<file path="src/rtl/adder_acc_n.sv">
// adder_acc_n: block accumulator summing COUNT samples through adder_n, with a sticky carry flag and a valid/ready result handoff.
module adder_n #(
  parameter int N = 3
) (
  input  logic [N-1:0] P,
  input  logic [N-1:0] Q,
  input  logic         Cin,
  output logic [N:0]   S
);
  assign S = {1'b0, P} + {1'b0, Q} + {{N{1'b0}}, Cin};
endmodule

module adder_acc_n #(
  parameter int N     = 3,
  parameter int COUNT = 4,
  parameter int CW    = $clog2(COUNT) + 1
) (
  input  logic          CLK,
  input  logic          n_RESET,
  input  logic          CLR,
  input  logic          IN_VALID,
  output logic          IN_READY,
  input  logic [N-1:0]  D,
  input  logic          CIN,
  output logic          OUT_VALID,
  input  logic          OUT_READY,
  output logic [N-1:0]  ACC,
  output logic          OVF,
  output logic [CW-1:0] CNT
);
  typedef enum logic {ACCUM, HOLD} state_t;
  state_t        state_q;
  logic [N-1:0]  acc_q;
  logic          ovf_q;
  logic [CW-1:0] cnt_q;
  logic [N:0]    sum_d;
  adder_n #(.N(N)) u_add (.P(acc_q), .Q(D), .Cin(CIN), .S(sum_d));
  always_ff @(posedge CLK)
    if (!n_RESET || CLR) begin
      state_q <= ACCUM;
      acc_q   <= '0;
      ovf_q   <= 1'b0;
      cnt_q   <= '0;
    end else if (state_q == ACCUM) begin
      if (IN_VALID) begin
        acc_q <= sum_d[N-1:0];
        ovf_q <= ovf_q | sum_d[N];
        cnt_q <= cnt_q + CW'(1);
        if (cnt_q == CW'(COUNT - 1)) state_q <= HOLD;
      end
    end else if (OUT_READY) begin
      state_q <= ACCUM;
      acc_q   <= '0;
      ovf_q   <= 1'b0;
      cnt_q   <= '0;
    end
  // handshake flags come straight from the state register, never from inputs
  assign IN_READY  = state_q == ACCUM;
  assign OUT_VALID = state_q == HOLD;
  assign ACC       = acc_q;
  assign OVF       = ovf_q;
  assign CNT       = cnt_q;
endmodule

</file>
<file path="config.mk">
export PLATFORM = sky130hd
export DESIGN_NAME = adder_acc_n
export DESIGN_NICKNAME = d
export VERILOG_FILES = /design/src/rtl/adder_acc_n.sv
export SDC_FILE = /design/constraint.sdc
export NUM_CORES = 1
export LEC_CHECK = 0
export CAP_MARGIN = 20
export CORE_AREA = 2 2 39 41
export DETAILED_ROUTE_END_ITERATION = 8
export DIE_AREA = 0 0 41 43
export PLACE_DENSITY_LB_ADDON = 0.08
export SKIP_LAST_GASP = 1
export SYNTH_ARGS = -nofsm -noshare
export SYNTH_HDL_FRONTEND = slang
export SYNTH_SLANG_ARGS = --single-unit
export TNS_END_PERCENT = 100
</file>
<file path="constraint.sdc">
create_clock -name CLK -period 2.45 [get_ports CLK]
set_input_delay 0.49 -clock CLK [delete_from_list [all_inputs] [get_ports CLK]]
set_output_delay 0.49 -clock CLK [all_outputs]
set_load 0.05 [all_outputs]
</file>
==> flow_summary.json, run 1 <==
{
  "status": "completed",
  "first_pass_iters": 4,
  "worst_slew_pin_slew_ns": 0.498,
  "cp_top_family": "buffers and inverters",
  "cts_tree": "yes",
  "min_from": "CNT[2]$_SDFFE_PP0P_",
  "worstPathMaxFanout": 6,
  "yosys_warnings": 0,
  "slew_violations": 0,
  "relSlewSlack": 0.667,
  "grt_pass1_wl_mm": 1.49,
  "numPortBuffers": 17,
  "setup_viol": 0,
  "antenna_found_initial": 0,
  "setup_slack_ns": 0.444,
  "cts_made_buffers": 3,
  "min_path_cells": 2,
  "fp.dieW_um": 41,
  "cp-end-kind": "primary output",
  "cts_resized": 0,
  "routedWlPerCell_um": 11.2,
  "gr-total-overflow": 0,
  "vdd_drop_max_mv": 0.293,
  "worstPathArrival_ns": 1.52,
  "sequentialPowerShare": 0.453,
  "path_buf_inv": 1,
  "ys_seq_elements": 8,
  "initial_core_util": 0.310,
  "avgSynthCellArea_um2": 9.75,
  "reg2reg_to": "ACC[1]$_SDFFE_PP0P_",
  "regArea_um2": 160,
  "ioPinCount": 18,
  "area_growth_pct": 48.7,
  "via_per_inst": 4.84,
  "fill_cells": 156,
  "cts-root-buf": "clkbuf_4",
  "critPathKind": "reg2out",
  "cap_viol_max_count": 0,
  "post_cts_buffers": 0,
  "ys_types": 18,
  "pwr-share-clk": 0.326,
  "critical_path_required_ns": 1.96,
  "dieArea_um2": 1760,
  "finish.utilization": 0.461,
  "rsz0062_at_grt": "no",
  "hold_path.class": "reg2reg",
  "r2r-start": "ACC[0]$_SDFFE_PP0P_",
  "critPathMaxStageDelay_ns": 0.84,
  "crit_chain": "clkdlybuf4s50_1",
  "syn_area_um2": 429,
  "p_comb_frac": 0.221,
  "grt_pass1_vias": 375,
  "power_uw": 303,
  "antenna_left": 0,
  "drive_above_1_share": 0.0635,
  "p_int_uw": 223,
  "ff2ff_setup_slack_ns": 0.96,
  "crit_cells": 1,
  "syn_nets": 59,
  "drt_wl_total_um": 887,
  "multi_input_area_um2": 246,
  "vias": 382,
  "drc_errors": 0,
  "htreeDepth": 1,
  "drt_iter0_drc": 8,
  "clkLatencyLatePin_ns": 0.25,
  "clk_path_buf_depth": 2,
  "yosysSeqAreaShare": 0.373,
  "hold_viol_final": 0,
  "power.density_nw_per_um2": 475,
  "critPathSlowestCell": "clkdlybuf4s50_1",
  "grt_start_max_net_pins": 9,
  "p_switching_uw": 79.7,
  "synthCells": 44,
  "swShare": 0.263,
  "tns_ns": 0,
  "synth_top_area_frac": 0.373,
  "cellLeakagePower_uw": 0.000256,
  "pre_cts_slack_ns": 0.285,
  "rows": 14,
  "cts.clk_slew.worst_paths_ns": 0.05,
  "fin_skew_ns": 0.00147,
  "nNetsFinal": 80,
  "cts_sinks": 8,
  "ys_top_cells_by_area": "dfxtp_1 37%, ha_1 12%, fa_1 9.3%",
  "insertedDiodeCount": 0,
  "dp_hpwl_um": 654,
  "design.core.area_um2": 1380,
  "gr-usage-all-layers": 0.126,
  "worst_hold_path.endpoint": "CNT[2]$_SDFFE_PP0P_",
  "ctsHoldBuffers": 0,
  "synth_top_area_cell": "dfxtp_1",
  "reg2regPathDepth": 5,
  "fin_crit_ns": 2.01,
  "layout_worst_path_cycle_share": 0.819,
  "gp_congestion": 0.701,
  "fmax_mhz": 498,
  "die_h_um": 43,
  "start_kind": "register"
}
-- cell families (layout without fill, tap and decap cells) --
| kind of cell | Yosys count | after routing | synth area share |
|---|---|---|---|
| compound gates | 9 | 9 | 0.160 |
| xor+xnor | 1 | 1 | 0.0204 |
| fa+ha+maj | 6 | 6 | 0.210 |
| buf+inv | 6 | 25 | 0.0525 |
| flops | 8 | 8 | 0.373 |
| mux | 2 | 2 | 0.0554 |
| simple gates | 12 | 12 | 0.128 |
-- registers in the layout, summed over array words and instances, names as in the netlist --
| name | cells |
|---|---|
| OVF | 1 |
| ACC | 3 |
| OUT_VALID | 1 |
| CNT | 3 |
-- worst max path at each step --
stage / start / end / slack [ns]
after floorplan: ACC[0]$_SDFFE_PP0P_ / ACC[2]$_SDFFE_PP0P_ / 0.67
after global placement: D[0] / ACC[1]$_SDFFE_PP0P_ / 0.29
after detailed placement: D[0] / ACC[1]$_SDFFE_PP0P_ / 0.29
after CTS: OUT_VALID$_SDFF_PP0_ / OUT_VALID / 0.42
after global routing: OUT_VALID$_SDFF_PP0_ / OUT_VALID / 0.37
final: OUT_VALID$_SDFF_PP0_ / OUT_VALID / 0.44
-- cell usage after synthesis --
library cell	instances
dfxtp_1	8
a2bb2oi_1	3
a21oi_1	1
a22oi_1	3
nor2_1	7
buf_1	1
and2b_1	1
inv_1	5
fa_1	2
a21o_1	1
xnor2_1	1
nand2_1	1
nor3_1	1
mux2i_1	1
ha_1	4
a211oi_1	1
mux2i_2	1
nand2b_1	2
-- power by group through the flow --
stage,Clock (uW),Sequential [uW],Combinational [uW]
final,98.6,137,67.1
after global placement,0,140,67.2
after CTS,104,137,68.2
after floorplan,0,152,27.9
after global routing,109,138,74.1
after detailed placement,0,140,67.3
-- routing by layer --
metal | vias up | share of wire | track usage
li1 | 189 | - | -
met1 | 176 | 0.45 | 0.157
met2 | 17 | 0.45 | 0.181
met3 | 0 | 0.10 | 0.0681
met4 | 0 | 0 | 0.0400
met5 | - | 0 | 0
-- placed cells by master, fill, tap and decap left out --
master / n
nor2_1: 7
clkbuf_4: 3
a21o_1: 1
a2bb2oi_1: 3
inv_1: 5
dfxtp_1: 8
fa_1: 2
clkdlybuf4s50_1: 17
nor3_1: 1
nand2b_1: 2
a211oi_1: 1
and2b_1: 1
mux2i_1: 1
mux2i_2: 1
xnor2_1: 1
a21oi_1: 1
a22oi_1: 3
ha_1: 4
nand2_1: 1
-- metrics by stage --
stage                     cells  instance area, um^2  hold WS, ns
after floorplan              44                  429        0.703
after global placement       76                  616        0.508
after detailed placement     76                  616        0.514
after CTS                    79                  638        0.527
after global routing         79                  638        0.576
final                        79                  638        0.516
-- layout make-up --
type / instances / share of cell area
Sequential cell: 8 / 0.251
Clock buffer: 3 / 0.0353
Multi-Input combinational cell: 30 / 0.386
Tap cell: 16 / 0.0314
Inverter: 5 / 0.0294
Timing Repair Buffer: 17 / 0.267
-- worst min-delay path, delay by kind of cell, from the launching register on --
kind,cells,cell delay (ns)
compound gates,1,0.07
flops,1,0.34
simple gates,1,0.07
No activity file was read; power rests on OpenSTA's default activity.
==> run 2: changes to the inputs <==
Clock period 2.45 ns to 1.7 ns, I/O delays scaled along.
==> run 2 against run 1 <==
  * Clock skew is 0.00089 ns higher
  * Clock power is 41% higher
  * Routed wire length is 7.7% lower
  * Register-to-register slack worse by 0.77 ns
  * Critical path depth is 4 higher
  * Via count is 1.6% lower
  * Sequential power is 45% higher
  * Non-clock buffer count stayed put
  * Final cell count stayed put
  * Global-route usage is 0.78 points lower
  * Count of clock-buffer cells in the layout stayed put
  * Sequential share of layout area is 0.25 points higher
  * Largest power group unchanged
==> flow_summary.json, run 2 (synthesis gave the netlist of run 1 again) <==
{
  "gr-usage-all-layers": 0.118,
  "setup_slack_ns": 0.178,
  "grt_pass1_wl_mm": 1.43,
  "vdd_drop_max_mv": 0.429,
  "met1_usage": 0.171,
  "grt_use_met3": 0.0628,
  "worst_slew_pin_slew_ns": 0.374,
  "cts_tree": "yes",
  "hold_viol_final": 0,
  "ctsHoldBuffers": 0,
  "via_per_inst": 4.76,
  "rows": 14,
  "met2_usage": 0.156,
  "worst_hold_slack_ns": 0.521,
  "drive_above_1_share": 0.254,
  "grt_pass1_vias": 374,
  "vias": 376,
  "layout_commonest_cell": "buf_4",
  "drc_errors": 0,
  "insertedDiodeCount": 0,
  "area_growth_pct": 48.4,
  "design.core.area_um2": 1380,
  "initial_core_util": 0.310,
  "cellLeakagePower_uw": 0.000291,
  "first_pass_iters": 2,
  "htreeDepth": 1,
  "cp-end-kind": "register",
  "critPathKind": "in2reg",
  "drt_iter0_drc": 2,
  "cts-root-buf": "clkbuf_4",
  "layout_worst_path_cycle_share": 0.895,
  "rsz0062_at_grt": "no",
  "slew_violations": 0,
  "antenna_left": 0,
  "dp_hpwl_um": 667,
  "cap_viol_max_count": 0,
  "pre_cts_slack_ns": -0.317,
  "fin_crit_ns": 1.52,
  "gr-total-overflow": 0,
  "power.density_nw_per_um2": 678,
  "place_area_um2": 607,
  "fmax_mhz": 657,
  "hold_path.class": "reg2reg",
  "routedWlPerCell_um": 10.4,
  "start_kind": "primary input",
  "dieArea_um2": 1760,
  "fp.dieW_um": 41,
  "drt_wl_total_um": 819,
  "cts_sinks": 8,
  "worstPathArrival_ns": 1.65,
  "post_cts_buffers": 0,
  "fin_skew_ns": 0.00236,
  "grt_start_max_net_pins": 9,
  "relSlewSlack": 0.746,
  "setup_viol": 0,
  "final_cell_mix": "8 x buf_4, 7 x dfxtp_1, 7 x nor2_1, 6 x clkdlybuf4s50_1",
  "critical_path_required_ns": 1.83,
  "antenna_found_initial": 0,
  "numPortBuffers": 17,
  "clk_path_buf_depth": 2,
  "status": "completed",
  "fin_area_um2": 637,
  "cts_made_buffers": 3,
  "clkLatencyLatePin_ns": 0.25,
  "nNetsFinal": 80,
  "die_h_um": 43,
  "worstPathMaxFanout": 2,
  "finish.utilization": 0.460,
  "grt-busiest-layer": "met1",
  "cts.clk_slew.worst_paths_ns": 0.05,
  "gp_congestion": 0.694,
  "ioPinCount": 18
}
-- run 2: cell types whose count changed in the layout (fill, tap and decap cells not counted) --
cell | before | now
inv_1 | 5 | 4
buf_12 | 0 | 1
fa_2 | 0 | 1
buf_4 | 0 | 8
dfxtp_1 | 8 | 7
fa_1 | 2 | 1
dlymetal6s2s_1 | 0 | 2
dfxtp_2 | 0 | 1
clkdlybuf4s50_1 | 17 | 6
inv_2 | 0 | 1
-- run 2: repair_timing --
item | CTS | global route
endpoints found under the setup margin | 1 | 2
gates cloned | 0 | 0
hold endpoints to repair | 0 | 0
pin swaps | 1 | 3
resized for setup | 1 | 3
-- run 2: per-stage QoR --
stage | TNS [ns] | total power, uW | instances
floorplan | 0 | 260 | 44
global placement | -0.704 | 297 | 76
detailed placement | -0.684 | 297 | 76
CTS | 0 | 442 | 79
global route | 0 | 459 | 79
finish | 0 | 432 | 79
-- run 2: report_power, final --
part,internal (uW),switching (uW)
sequential,193,4.98
clock,80.4,58.4
combinational,46.3,48.2
-- run 2: path summary, 6_finish.rpt --
check,depth (start not counted),end,slack (ns),startpoint
worst max register to register,5,ACC[1]$_SDFFE_PP0P_,0.19,ACC[0]$_SDFFE_PP0P_
worst min register to register,2,CNT[2]$_SDFFE_PP0P_,0.52,CNT[2]$_SDFFE_PP0P_
worst min-delay path,2,CNT[2]$_SDFFE_PP0P_,0.52,CNT[2]$_SDFFE_PP0P_
worst max-delay path,5,ACC[1]$_SDFFE_PP0P_,0.18,D[1]
-- run 2: critical path, cell delays in order --
cell             delay, ns
clkdlybuf4s50_1       0.49
inv_1                 0.06
fa_1                  0.54
a2bb2oi_1             0.16
nor2_1                0.06
-- run 2: final cells by class --
type / instances / area, um^2
Timing Repair Buffer: 17 / 165
Inverter: 5 / 18.8
Multi-Input combinational cell: 30 / 249
Tap cell: 16 / 20.0
Clock buffer: 3 / 22.5
Sequential cell: 8 / 161
Fill cell: 155 / 747
-- run 2: layer usage --
| layer | up-vias | routed length, um |
|---|---|---|
| met5 | - | 0 |
| met4 | 0 | 0 |
| met3 | 0 | 82 |
| met2 | 15 | 353 |
| met1 | 167 | 383 |
| li1 | 194 | - |
==> run 3: changes to the inputs <==
Settings changed: PLACE_DENSITY set to 0.73, PLACE_DENSITY_LB_ADDON 0.08 to not set.
==> run 3 against run 2 <==
  * Sequential cell count unchanged
  * Cell area fell by 1.8%
  * Via count grew 2.9%
  * Register-to-register slack about the same
  * Hold slack improved by 0.0017 ns
  * Clock skew about the same
  * First-iteration DRC count rose to 2.5 times the previous value
  * Largest power group unchanged
  * Power rose by 3.0%
  * Global-route usage is 1.2 points higher
  * Critical path depth increased by 1
  * Clock power grew 6%
  * Die area stayed put
==> flow_summary.json, run 3 (synthesis gave the netlist of run 1 again) <==
{
  "worstPathArrival_ns": 1.85,
  "hold_viol_final": 0,
  "fin_area_um2": 626,
  "cts.clk_slew.worst_paths_ns": 0.05,
  "start_kind": "primary input",
  "fin_crit_ns": 1.66,
  "critPathKind": "in2reg",
  "routedWlPerCell_um": 11.5,
  "final_cells": 80,
  "worst_slew_pin_slew_ns": 0.359,
  "place_area_um2": 594,
  "design.core.area_um2": 1380,
  "reg2regPathDepth": 5,
  "antenna_found_initial": 0,
  "worstPathMaxFanout": 2,
  "gr-usage-all-layers": 0.130,
  "status": "completed",
  "dieArea_um2": 1760,
  "critical_path_required_ns": 1.89,
  "numPortBuffers": 17,
  "antenna_left": 0,
  "cp-end-kind": "register",
  "drc_errors": 0,
  "drt_iter0_drc": 5,
  "setup_viol": 0,
  "area_growth_pct": 45.8,
  "clk_path_buf_depth": 2,
  "dp_hpwl_um": 684,
  "insertedDiodeCount": 0,
  "grt_start_max_net_pins": 9,
  "vias": 387,
  "ctsHoldBuffers": 0,
  "rsz0062_at_grt": "yes",
  "via_per_inst": 4.84,
  "crit_path_end": "ACC[1]$_SDFFE_PP0P_",
  "gr-total-overflow": 0,
  "slew_violations": 0,
  "clkLatencyLatePin_ns": 0.26,
  "vdd_drop_max_mv": 0.243,
  "drt_wl_total_um": 923,
  "cts-root-buf": "clkbuf_4",
  "cellLeakagePower_uw": 0.000277,
  "initial_core_util": 0.310,
  "dpl.cell_count": 76,
  "cap_viol_max_count": 0,
  "reg2reg_to": "ACC[1]$_SDFFE_PP0P_",
  "power.density_nw_per_um2": 711,
  "rows": 14,
  "gp_congestion": 0.618,
  "first_pass_iters": 4,
  "r2r-start": "ACC[0]$_SDFFE_PP0P_",
  "die_h_um": 43,
  "final_cell_mix": "10 x buf_4, 7 x dfxtp_1, 7 x nor2_1, 7 x clkdlybuf4s50_1",
  "htreeDepth": 1,
  "cts_made_buffers": 3,
  "nNetsFinal": 81,
  "ioPinCount": 18,
  "cp-startpoint": "CIN",
  "ff2ff_setup_slack_ns": 0.19,
  "grt_pass1_wl_mm": 1.50,
  "relSlewSlack": 0.756,
  "fmax_mhz": 603,
  "layout_commonest_cell": "buf_4",
  "cts_tree": "yes",
  "cts_sinks": 8,
  "fp.dieW_um": 41,
  "drive_above_1_share": 0.266,
  "fin_skew_ns": 0.00209,
  "hold_path.class": "reg2reg",
  "grt_pass1_vias": 393,
  "layout_worst_path_cycle_share": 0.976,
  "tns_ns": 0
}
## run 3: cell count changes in the layout (fill, tap and decap cells not counted), sizes merged
cell and delta:
dlygate4sd2 +1, dlymetal6s2s -2, clkdlybuf4s50 +1, buf +1
## run 3: timing repair
action / CTS / global route
resized for setup: 2 / 1
endpoints found under the setup margin: 1 / 2
pin swaps: 2 / 1
setup buffers: 0 / 1
## run 3: how the worst min path moves through the flow
stage / startpoint / endpoint / slack, ns / cells past startpoint
floorplan: OUT_READY / OUT_VALID$_SDFF_PP0_ / 0.55 / 2
detailed placement: CNT[2]$_SDFFE_PP0P_ / CNT[2]$_SDFFE_PP0P_ / 0.51 / 2
global placement: CNT[2]$_SDFFE_PP0P_ / CNT[2]$_SDFFE_PP0P_ / 0.51 / 2
finish: CNT[2]$_SDFFE_PP0P_ / CNT[2]$_SDFFE_PP0P_ / 0.52 / 2
global route: CNT[2]$_SDFFE_PP0P_ / CNT[2]$_SDFFE_PP0P_ / 0.56 / 2
CTS: CNT[2]$_SDFFE_PP0P_ / CNT[2]$_SDFFE_PP0P_ / 0.53 / 2
## run 3: layer usage
| metal | vias to the layer above | track usage | share of wire |
|---|---|---|---|
| met5 | - | 0 | 0 |
| met4 | 0 | 0.120 | 0.031 |
| met3 | 3 | 0.0157 | 0.062 |
| met2 | 15 | 0.184 | 0.50 |
| met1 | 176 | 0.161 | 0.41 |
| li1 | 193 | - | - |
## run 3: metrics by stage
stage / utilization / hold WS (ns) / setup WS (ns) / total power, uW
after floorplan: - / 0.553 / 0.0827 / 260
after global placement: 0.429 / 0.507 / -0.275 / 294
after detailed placement: 0.429 / 0.513 / -0.331 / 297
after CTS: 0.447 / 0.531 / 0.0279 / 444
after global routing: 0.452 / 0.563 / -0.0221 / 475
final: 0.452 / 0.523 / 0.0403 / 445
## run 3: area by class of cell
cell class	instances	area, um^2
timing repair buffer	18	154
sequential	8	161
tap	16	20.0
multi-input combinational	30	249
clock buffer	3	22.5
inverter	5	18.8
fill	139	758
## run 3: worst max-delay path, cell delays in order
cell and delay [ns]:
clkdlybuf4s50_1 0.42, fa_2 0.36, inv_2 0.06, fa_1 0.40, a2bb2oi_1 0.15, nor2_1 0.12
## run 3: report_power, final
group	total, uW	internal (uW)	leakage, uW	switching (uW)
Clock	148	80.9	0.0000138	66.7
Sequential	198	193	0.0000654	5.13
Combinational	98.6	48.0	0.000198	50.6
Total	445	322	0.000277	122
